$ cat config.mk
export PLATFORM = sky130hd
export DESIGN_NAME = rotary_value_entry
export DESIGN_NICKNAME = d
export VERILOG_FILES = /design/src/rtl/rotary_entry_pkg.sv /design/src/rtl/rotary_value_entry_accel.sv /design/src/rtl/rotary_value_entry.sv
export SDC_FILE = /design/constraint.sdc
export NUM_CORES = 1
export LEC_CHECK = 0
export CAP_MARGIN = 0
export CORE_MARGIN = 5
export CORE_UTILIZATION = 52
export DETAILED_ROUTE_END_ITERATION = 12
export MAX_ROUTING_LAYER = met4
export PLACE_DENSITY = 0.84
export SLEW_MARGIN = 40
export SYNTH_ARGS = -nofsm -noshare
export SYNTH_HDL_FRONTEND = slang
export SYNTH_SLANG_ARGS = --single-unit
$ cat constraint.sdc
create_clock -name clk -period 5 [get_ports clk]
set_clock_uncertainty 0.1 [all_clocks]
set_input_delay 0.75 -clock clk [delete_from_list [all_inputs] [get_ports clk]]
set_output_delay 0.75 -clock clk [all_outputs]
set_load 0.01 [all_outputs]
$ cat src/rtl/rotary_entry_pkg.sv
// rotary_entry_pkg
// Shared types and constants for the rotary value-entry block.
//   entry_state_t : EDIT (digits being edited) / COMMIT (word offered downstream)
//   STEP_FINE     : normal per-detent nibble step
//   STEP_COARSE   : accelerated per-detent nibble step
package rotary_entry_pkg;

    typedef enum logic {
        EDIT   = 1'b0,
        COMMIT = 1'b1
    } entry_state_t;

    localparam logic [3:0] STEP_FINE   = 4'd1;
    localparam logic [3:0] STEP_COARSE = 4'd4;

endpackage

$ cat src/rtl/rotary_value_entry_accel.sv
// rotary_accel
// Rotation acceleration: chooses the nibble step for the current rotation pulse.
// A pulse in the same direction as the previous accepted pulse, arriving while
// the since-last-pulse counter is below ACCEL_WINDOW, gets STEP_COARSE.
// Ports:
//   clk, reset : clock, synchronous active-high reset (clears history)
//   pulse      : an accepted rotation pulse this cycle
//   dir_up     : direction of that pulse (1 = increment)
//   clear      : forget history (entry committed); wins over pulse
//   step       : step to apply to the pulse sampled this cycle
module rotary_accel
    import rotary_entry_pkg::*;
#(
    parameter int ACCEL_WINDOW = 2500000
) (
    input  logic       clk,
    input  logic       reset,
    input  logic       pulse,
    input  logic       dir_up,
    input  logic       clear,
    output logic [3:0] step
);

    localparam int CNT_W = $clog2(ACCEL_WINDOW + 1);
    localparam logic [CNT_W-1:0] CNT_SAT = CNT_W'(ACCEL_WINDOW);

    logic [CNT_W-1:0] cnt;
    logic             have_prev;
    logic             last_up;

    // Counter saturates at the window value; anything at or above it is "slow".
    always_ff @(posedge clk) begin
        if (reset || pulse) begin
            cnt <= '0;
        end else if (cnt != CNT_SAT) begin
            cnt <= cnt + 1'b1;
        end
    end

    always_ff @(posedge clk) begin
        if (reset || clear) begin
            have_prev <= 1'b0;
        end else if (pulse) begin
            have_prev <= 1'b1;
        end
    end

    // Direction needs no reset: it is only consulted when have_prev is set.
    always_ff @(posedge clk) begin
        if (pulse) begin
            last_up <= dir_up;
        end
    end

    assign step = (have_prev && (last_up == dir_up) && (cnt < CNT_SAT))
                  ? STEP_COARSE : STEP_FINE;

endmodule

$ cat src/rtl/rotary_value_entry.sv
// rotary_value_entry
// Edits a DIGITS-nibble hex word from rotary right/left/down pulses, MSB first,
// and offers the finished word over a valid/ready handshake.
// Optional build macro: ROTARY_ACCEL_EN (fast same-direction turns step by 4).
// Ports:
//   clk, reset   : clock, synchronous active-high reset
//   right/left   : one-cycle pulses, increment/decrement selected nibble (mod 16)
//   down         : one-cycle pulse, move cursor toward LSB or commit at nibble 0
//   edit_value   : live value under edit
//   cursor       : selected nibble index (0 = LSB)
//   editing      : high in EDIT state
//   value_out    : committed word, stable while value_valid is high
//   value_valid  : committed word offered
//   value_ready  : consumer accepts (transfer on valid && ready)
module rotary_value_entry
    import rotary_entry_pkg::*;
#(
    parameter int DIGITS       = 4,
    parameter int ACCEL_WINDOW = 2500000
) (
    input  logic                                         clk,
    input  logic                                         reset,
    input  logic                                         right,
    input  logic                                         left,
    input  logic                                         down,
    output logic [4*DIGITS-1:0]                          edit_value,
    output logic [((DIGITS > 1) ? $clog2(DIGITS) : 1)-1:0] cursor,
    output logic                                         editing,
    output logic [4*DIGITS-1:0]                          value_out,
    output logic                                         value_valid,
    input  logic                                         value_ready
);

    localparam int VW = 4 * DIGITS;
    localparam int CW = (DIGITS > 1) ? $clog2(DIGITS) : 1;
    localparam logic [CW-1:0] CUR_TOP = CW'(DIGITS - 1);

    entry_state_t  state, state_nxt;
    logic [VW-1:0] edit_nxt;
    logic [VW-1:0] vout_nxt;
    logic [CW-1:0] cursor_nxt;
    logic          valid_nxt;
    logic [3:0]    nib;
    logic [3:0]    step;
    logic          rot_pulse;
    logic          commit_evt;

    // Simultaneous right+left cancel out and do not count as a pulse.
    assign rot_pulse  = (state == EDIT) && (right ^ left);
    assign commit_evt = (state == EDIT) && down && (cursor == '0);

`ifdef ROTARY_ACCEL_EN
    rotary_accel #(
        .ACCEL_WINDOW (ACCEL_WINDOW)
    ) u_accel (
        .clk    (clk),
        .reset  (reset),
        .pulse  (rot_pulse),
        .dir_up (right),
        .clear  (commit_evt),
        .step   (step)
    );
`else
    assign step = STEP_FINE;
`endif

    always_ff @(posedge clk) begin
        if (reset) begin
            state       <= EDIT;
            edit_value  <= '0;
            cursor      <= CUR_TOP;
            value_out   <= '0;
            value_valid <= 1'b0;
        end else begin
            state       <= state_nxt;
            edit_value  <= edit_nxt;
            cursor      <= cursor_nxt;
            value_out   <= vout_nxt;
            value_valid <= valid_nxt;
        end
    end

    always_comb begin
        state_nxt  = state;
        edit_nxt   = edit_value;
        cursor_nxt = cursor;
        vout_nxt   = value_out;
        valid_nxt  = value_valid;
        nib        = edit_value[{cursor, 2'b00} +: 4];

        case (state)
            EDIT: begin
                // Nibble arithmetic wraps within 4 bits: no carry/borrow leaks.
                if (rot_pulse) begin
                    edit_nxt[{cursor, 2'b00} +: 4] = right ? (nib + step) : (nib - step);
                end
                // Edit first, then move/commit, so a same-cycle edit is captured.
                if (down) begin
                    if (cursor != '0) begin
                        cursor_nxt = cursor - 1'b1;
                    end else begin
                        vout_nxt  = edit_nxt;
                        valid_nxt = 1'b1;
                        state_nxt = COMMIT;
                    end
                end
            end
            COMMIT: begin
                if (value_ready) begin
                    valid_nxt  = 1'b0;
                    cursor_nxt = CUR_TOP;
                    state_nxt  = EDIT;
                end
            end
            default: state_nxt = EDIT;
        endcase
    end

    assign editing = (state == EDIT);

endmodule

### Word-level counts from Yosys, hierarchy flattened

Cells that the tools add are included.

* shift operators: 3
* bitwise operators: 3
* reductions and logical operators: 5
* equality and inequality tests: 4
* add/subtract/negate cells: 4
* multiplexer cells: 15

Operator list (number)
* bitwise mux 16 bit: 1
* two-way mux 16 bit: 1
* variable shift 4 x 6 -> 16 bit (first input constant): 1
* variable part select 16 x 5 -> 4 bit: 1
* variable part select 4 x 6 -> 16 bit: 1
* AND reduction 3 bit: 3
* two-way mux 1 bit: 6
* two-way mux 2 bit: 3
* inequality test 2 bit (second input constant): 3
* negation 4 -> 6 bit: 1
* adder 4 x 1 -> 4 bit (second input constant): 1
* two-way mux 4 bit: 1
* case mux 1 bit (2 select lines): 2
* case mux 2 bit (2 select lines): 1
* subtractor 4 x 1 -> 4 bit (second input constant): 1
* inequality test 2 x 1 -> 1 bit (second input constant): 1
* inverter 1 bit: 2
* nonzero test 2 bit: 1
* subtractor 2 x 1 -> 2 bit (second input constant): 1
* logical AND 1 bit: 1
* XOR 1 bit: 1

* output and inout port bits: 36
* register bits: 36
* logic and storage cells: 39

### Longest topological paths before layout

* depth after elaboration: 6
* gate-level depth with buffers: 9

### Least setup slack after synthesis

No wires, ideal clock.

* path type: reg2reg
* from: reg cursor[0] (netlist name)
* to: reg edit_value[11]
* slack: 2573 ps
* data required time: 4763 ps
* period minus slack after synthesis: 2427 ps
* path buffers: 1
* cell stages (with the launch flop): 9
* arrival time: 2189 ps
* cell sequence: dfxtp_1 -> buf_6 -> mux4_2 -> ha_1 -> nand2_1 -> or3_1 -> o311ai_1 -> xnor2_1 -> o22ai_1

* word-level cells in the longest chain between the ends: 6
* elaborated cells on any way between the ends: 9
* those cells by class: 3 x add/sub; 3 x shift; 3 x mux

Ends and longest elaborated chain
* start, declared: RTL line rotary_value_entry.sv:27 `output logic [((DIGITS > 1) ? $clog2(DIGITS) : 1)-1:0] cursor,`
* start signal, assigned: RTL line rotary_value_entry.sv:77 `cursor <= cursor_nxt;`
* variable part select 16 x 5 -> 4 bit: RTL line rotary_value_entry.sv:89 `nib = edit_value[{cursor, 2'b00} +: 4];`
* subtractor 4 x 1 -> 4 bit / adder 4 x 1 -> 4 bit (equally long branches): RTL line rotary_value_entry.sv:95 `edit_nxt[{cursor, 2'b00} +: 4] = right ? (nib + step) : (nib - step);`
* two-way mux 4 bit: RTL line rotary_value_entry.sv:95
* variable part select 4 x 6 -> 16 bit: RTL line rotary_value_entry.sv:95
* bitwise mux 16 bit (*): RTL line rotary_value_entry.sv:95
* two-way mux 16 bit (*): RTL line rotary_value_entry.sv:94 `if (rot_pulse) begin`
* end signal, assigned: RTL line rotary_value_entry.sv:76 `edit_value <= edit_nxt;`
* end, declared: RTL line rotary_value_entry.sv:26 `output logic [4*DIGITS-1:0] edit_value,`

Every way passes the cells marked *; elsewhere a longest branch is shown, timed or not.
A chain may end at the register's enable or synchronous reset.

### Worst setup path in the final report

* from: reg cursor[0] (netlist name)
* to: reg edit_value[7]

Same word-level chain as after synthesis.

==> flow_summary.toml <==
[pwr]
ir_drop_mv = 0.208
powerDensity_mw_per_mm2 = 270
power_leakage_uw = 0.000818

[clocking]
htree_num_levels = 2
cts.hold.buffers_added = 0
cts_buffers = 5
cts.sinks = 36
cts_tree = "built"
cts_setup_buffers = 0
cts-root-buf = "clkbuf_4"
cts_buffer_depth = 2
ctsResizeCount = 0
clk_pin_slew_ns = 0.11
clkLatencyLatePin_ns = 0.34

[global_routing]
grt_pass1_vias = 1429
grtUsageTotal = 0.203
antenna_found_initial = 0
grt_max_degree = 43
grt_first_pass_wirelength_um = 6710
grt.overflow.total = 0

[setup_path]
timing.rr.start = "cursor[0]"
crit_chain = "mux4_2 -> ha_1 -> nand2_1 -> or3_1 -> o311ai_1 -> xnor2_1 -> o22ai_1"
required_ns = 5.11
crit_start = "cursor[0]"
rrSetupSlack_ns = 2.33
crit_family = "flip-flops"
worstPathArrival_ns = 2.78
path_buf_inv = 0
rr_worst_depth = 7
startpoint_type = "flip-flop"
cp.depth = 7
crit_slowest_cell = "dfxtp_1"
path_max_fanout = 10
crit_type = "flip-flop to flip-flop"
cp-end-kind = "flip-flop"
critPathMaxStageDelay_ns = 0.63

[sta]
fin_tns_setup_ns = 0
fmax_ghz = 0.374
hold_viol = 0
period_minus_slack_ns = 2.67
hold_ws_ns = 0.376
tightestPinTransition_ns = 0.555
final-setup-viol-count = 0
min_period_over_period = 0.534
report.final.slew_viol_count = 0
rsz0062_at_grt = "false"
maxSlewHeadroom = 0.630

[die]
design.die.area_sq_mm = 0.00452
rows = 20
core_region_area_sq_mm = 0.00310
initial_core_util = 0.549
io_pins = 42
die_height_um = 67.2
die_width_um = 67.2

[placed_design]
gp_congestion = 0.862
dp_hpwl_um = 2880
port_buffers = 41

[synthesis]
yosys-top-cells-count = "36 x dfxtp_1, 34 x nor2_1, 13 x a211oi_1"
synth-edff-count = 0
synth_top_cell_by_area = "dfxtp_1"
syn_nets = 201
ys_seq_area_frac = 0.423
synthArstFlopShare = 0
synth_seq_cells = 36
synth.avg_cell_area_sq_um = 9.11
yosys.area.top_type_share = 0.423
synth_most_common_cell = "dfxtp_1"
synth_ff_type = "dfxtp_1"
synth.distinct_cells = 37
synth-warning-count = 0
syn_inst = 187
ys_top_cells_by_area = "dfxtp_1 42%, nor2_1 7.5%, a211oi_1 5.7%"
syn_area_sq_mm = 0.00170

[route]
route.vias.total = 1476
drc = 0
antenna_left = 0
drt_wl_total_um = 3920
dr.first_iter.drc_count = 92
first_pass_iters = 4
wl_per_cell_um = 14.5
routed_via_density = 5.47

[layout]
area_growth_pct = 27.6
final_net_count = 239
diodes = 0
drive_gt1_frac = 0.0885
final_util = 0.701

[outcome]
outcome = "finished, final reports clean"

[min_path]
worstHoldStart = "value_out[15]"
hold_class = "flip-flop to flip-flop"
hold_depth = 2

[job]
maxCapViolations = 0
cell usage in the layout (no fill, tap or decap), types with 2 or more instances in the layout:
cell | netlist | layout
nand3_1 | 6 | 6
clkdlybuf4s50_1 | 0 | 41
dfxtp_1 | 36 | 36
inv_1 | 6 | 6
a21oi_1 | 12 | 12
o22ai_1 | 3 | 3
nor2_1 | 34 | 34
mux2i_1 | 9 | 9
clkbuf_4 | 0 | 5
nor3_1 | 5 | 5
a211oi_1 | 13 | 13
mux4_2 | 3 | 3
inv_2 | 2 | 2
clkbuf_1 | 5 | 2
nand2_2 | 2 | 2
nand2b_1 | 5 | 5
xnor2_1 | 4 | 4
or3_1 | 7 | 7
nand2_1 | 5 | 5
ha_1 | 7 | 7
layout make-up:
type | instances | area [sq um]
multi-input cells | 132 | 897
inverters | 8 | 30.0
well taps | 44 | 55.1
repair buffers | 42 | 418
clock buffers | 7 | 45.0
flip-flops and latches | 36 | 721
clock inverters | 1 | 8.76
fillers | 270 | 928
state kept, by name, summed over array words and instances, names as in the netlist:
register / flops
value_valid: 1
edit_value: 16
value_out: 16
state: 1
cursor: 2
metal layers:
| metal | routed length [um] | track usage | vias up |
|---|---|---|---|
| met5 | 0 | - | - |
| met4 | 46 | 0.0633 | 0 |
| met3 | 213 | 0.0532 | 5 |
| met2 | 1890 | 0.330 | 43 |
| met1 | 1780 | 0.246 | 695 |
| li1 | - | - | 733 |
worst paths after layout:
path              endpoint
max reg2reg  edit_value[7]
min          value_out[15]
max          edit_value[7]
min reg2reg  value_out[15]
metrics by stage:
stage	power (uW)	setup WS [ns]	instances	instance area [sq um]
after floorplan	401	2.57	187	1700
after global placement	439	2.02	262	2120
after detailed placement	442	2.05	262	2120
after CTS	590	2.30	270	2170
after global routing	620	2.12	270	2170
final	587	2.33	270	2170
where the power goes:
group | total [uW] | internal (uW) | switching [uW]
Combinational | 125 | 57.0 | 68.0
Clock | 152 | 56.4 | 95.1
Sequential | 311 | 297 | 13.8
Total | 587 | 410 | 177
worst register-to-register path, cell delays in order, from the launching register on:
cell,delay (ns)
dfxtp_1,0.63
mux4_2,0.57
ha_1,0.34
nand2_1,0.08
or3_1,0.30
o311ai_1,0.11
xnor2_1,0.26
o22ai_1,0.14
logic make-up after synthesis:
family | synth area share
multiplexers | 0.0925
adder cells (fa/ha/maj) | 0.0631
AND/OR/NAND/NOR | 0.210
AO/OA/AOI/OAI | 0.130
flip-flops | 0.423
buffers and inverters | 0.0514
XOR/XNOR | 0.0301
No activity file was read; power rests on OpenSTA's default activity.
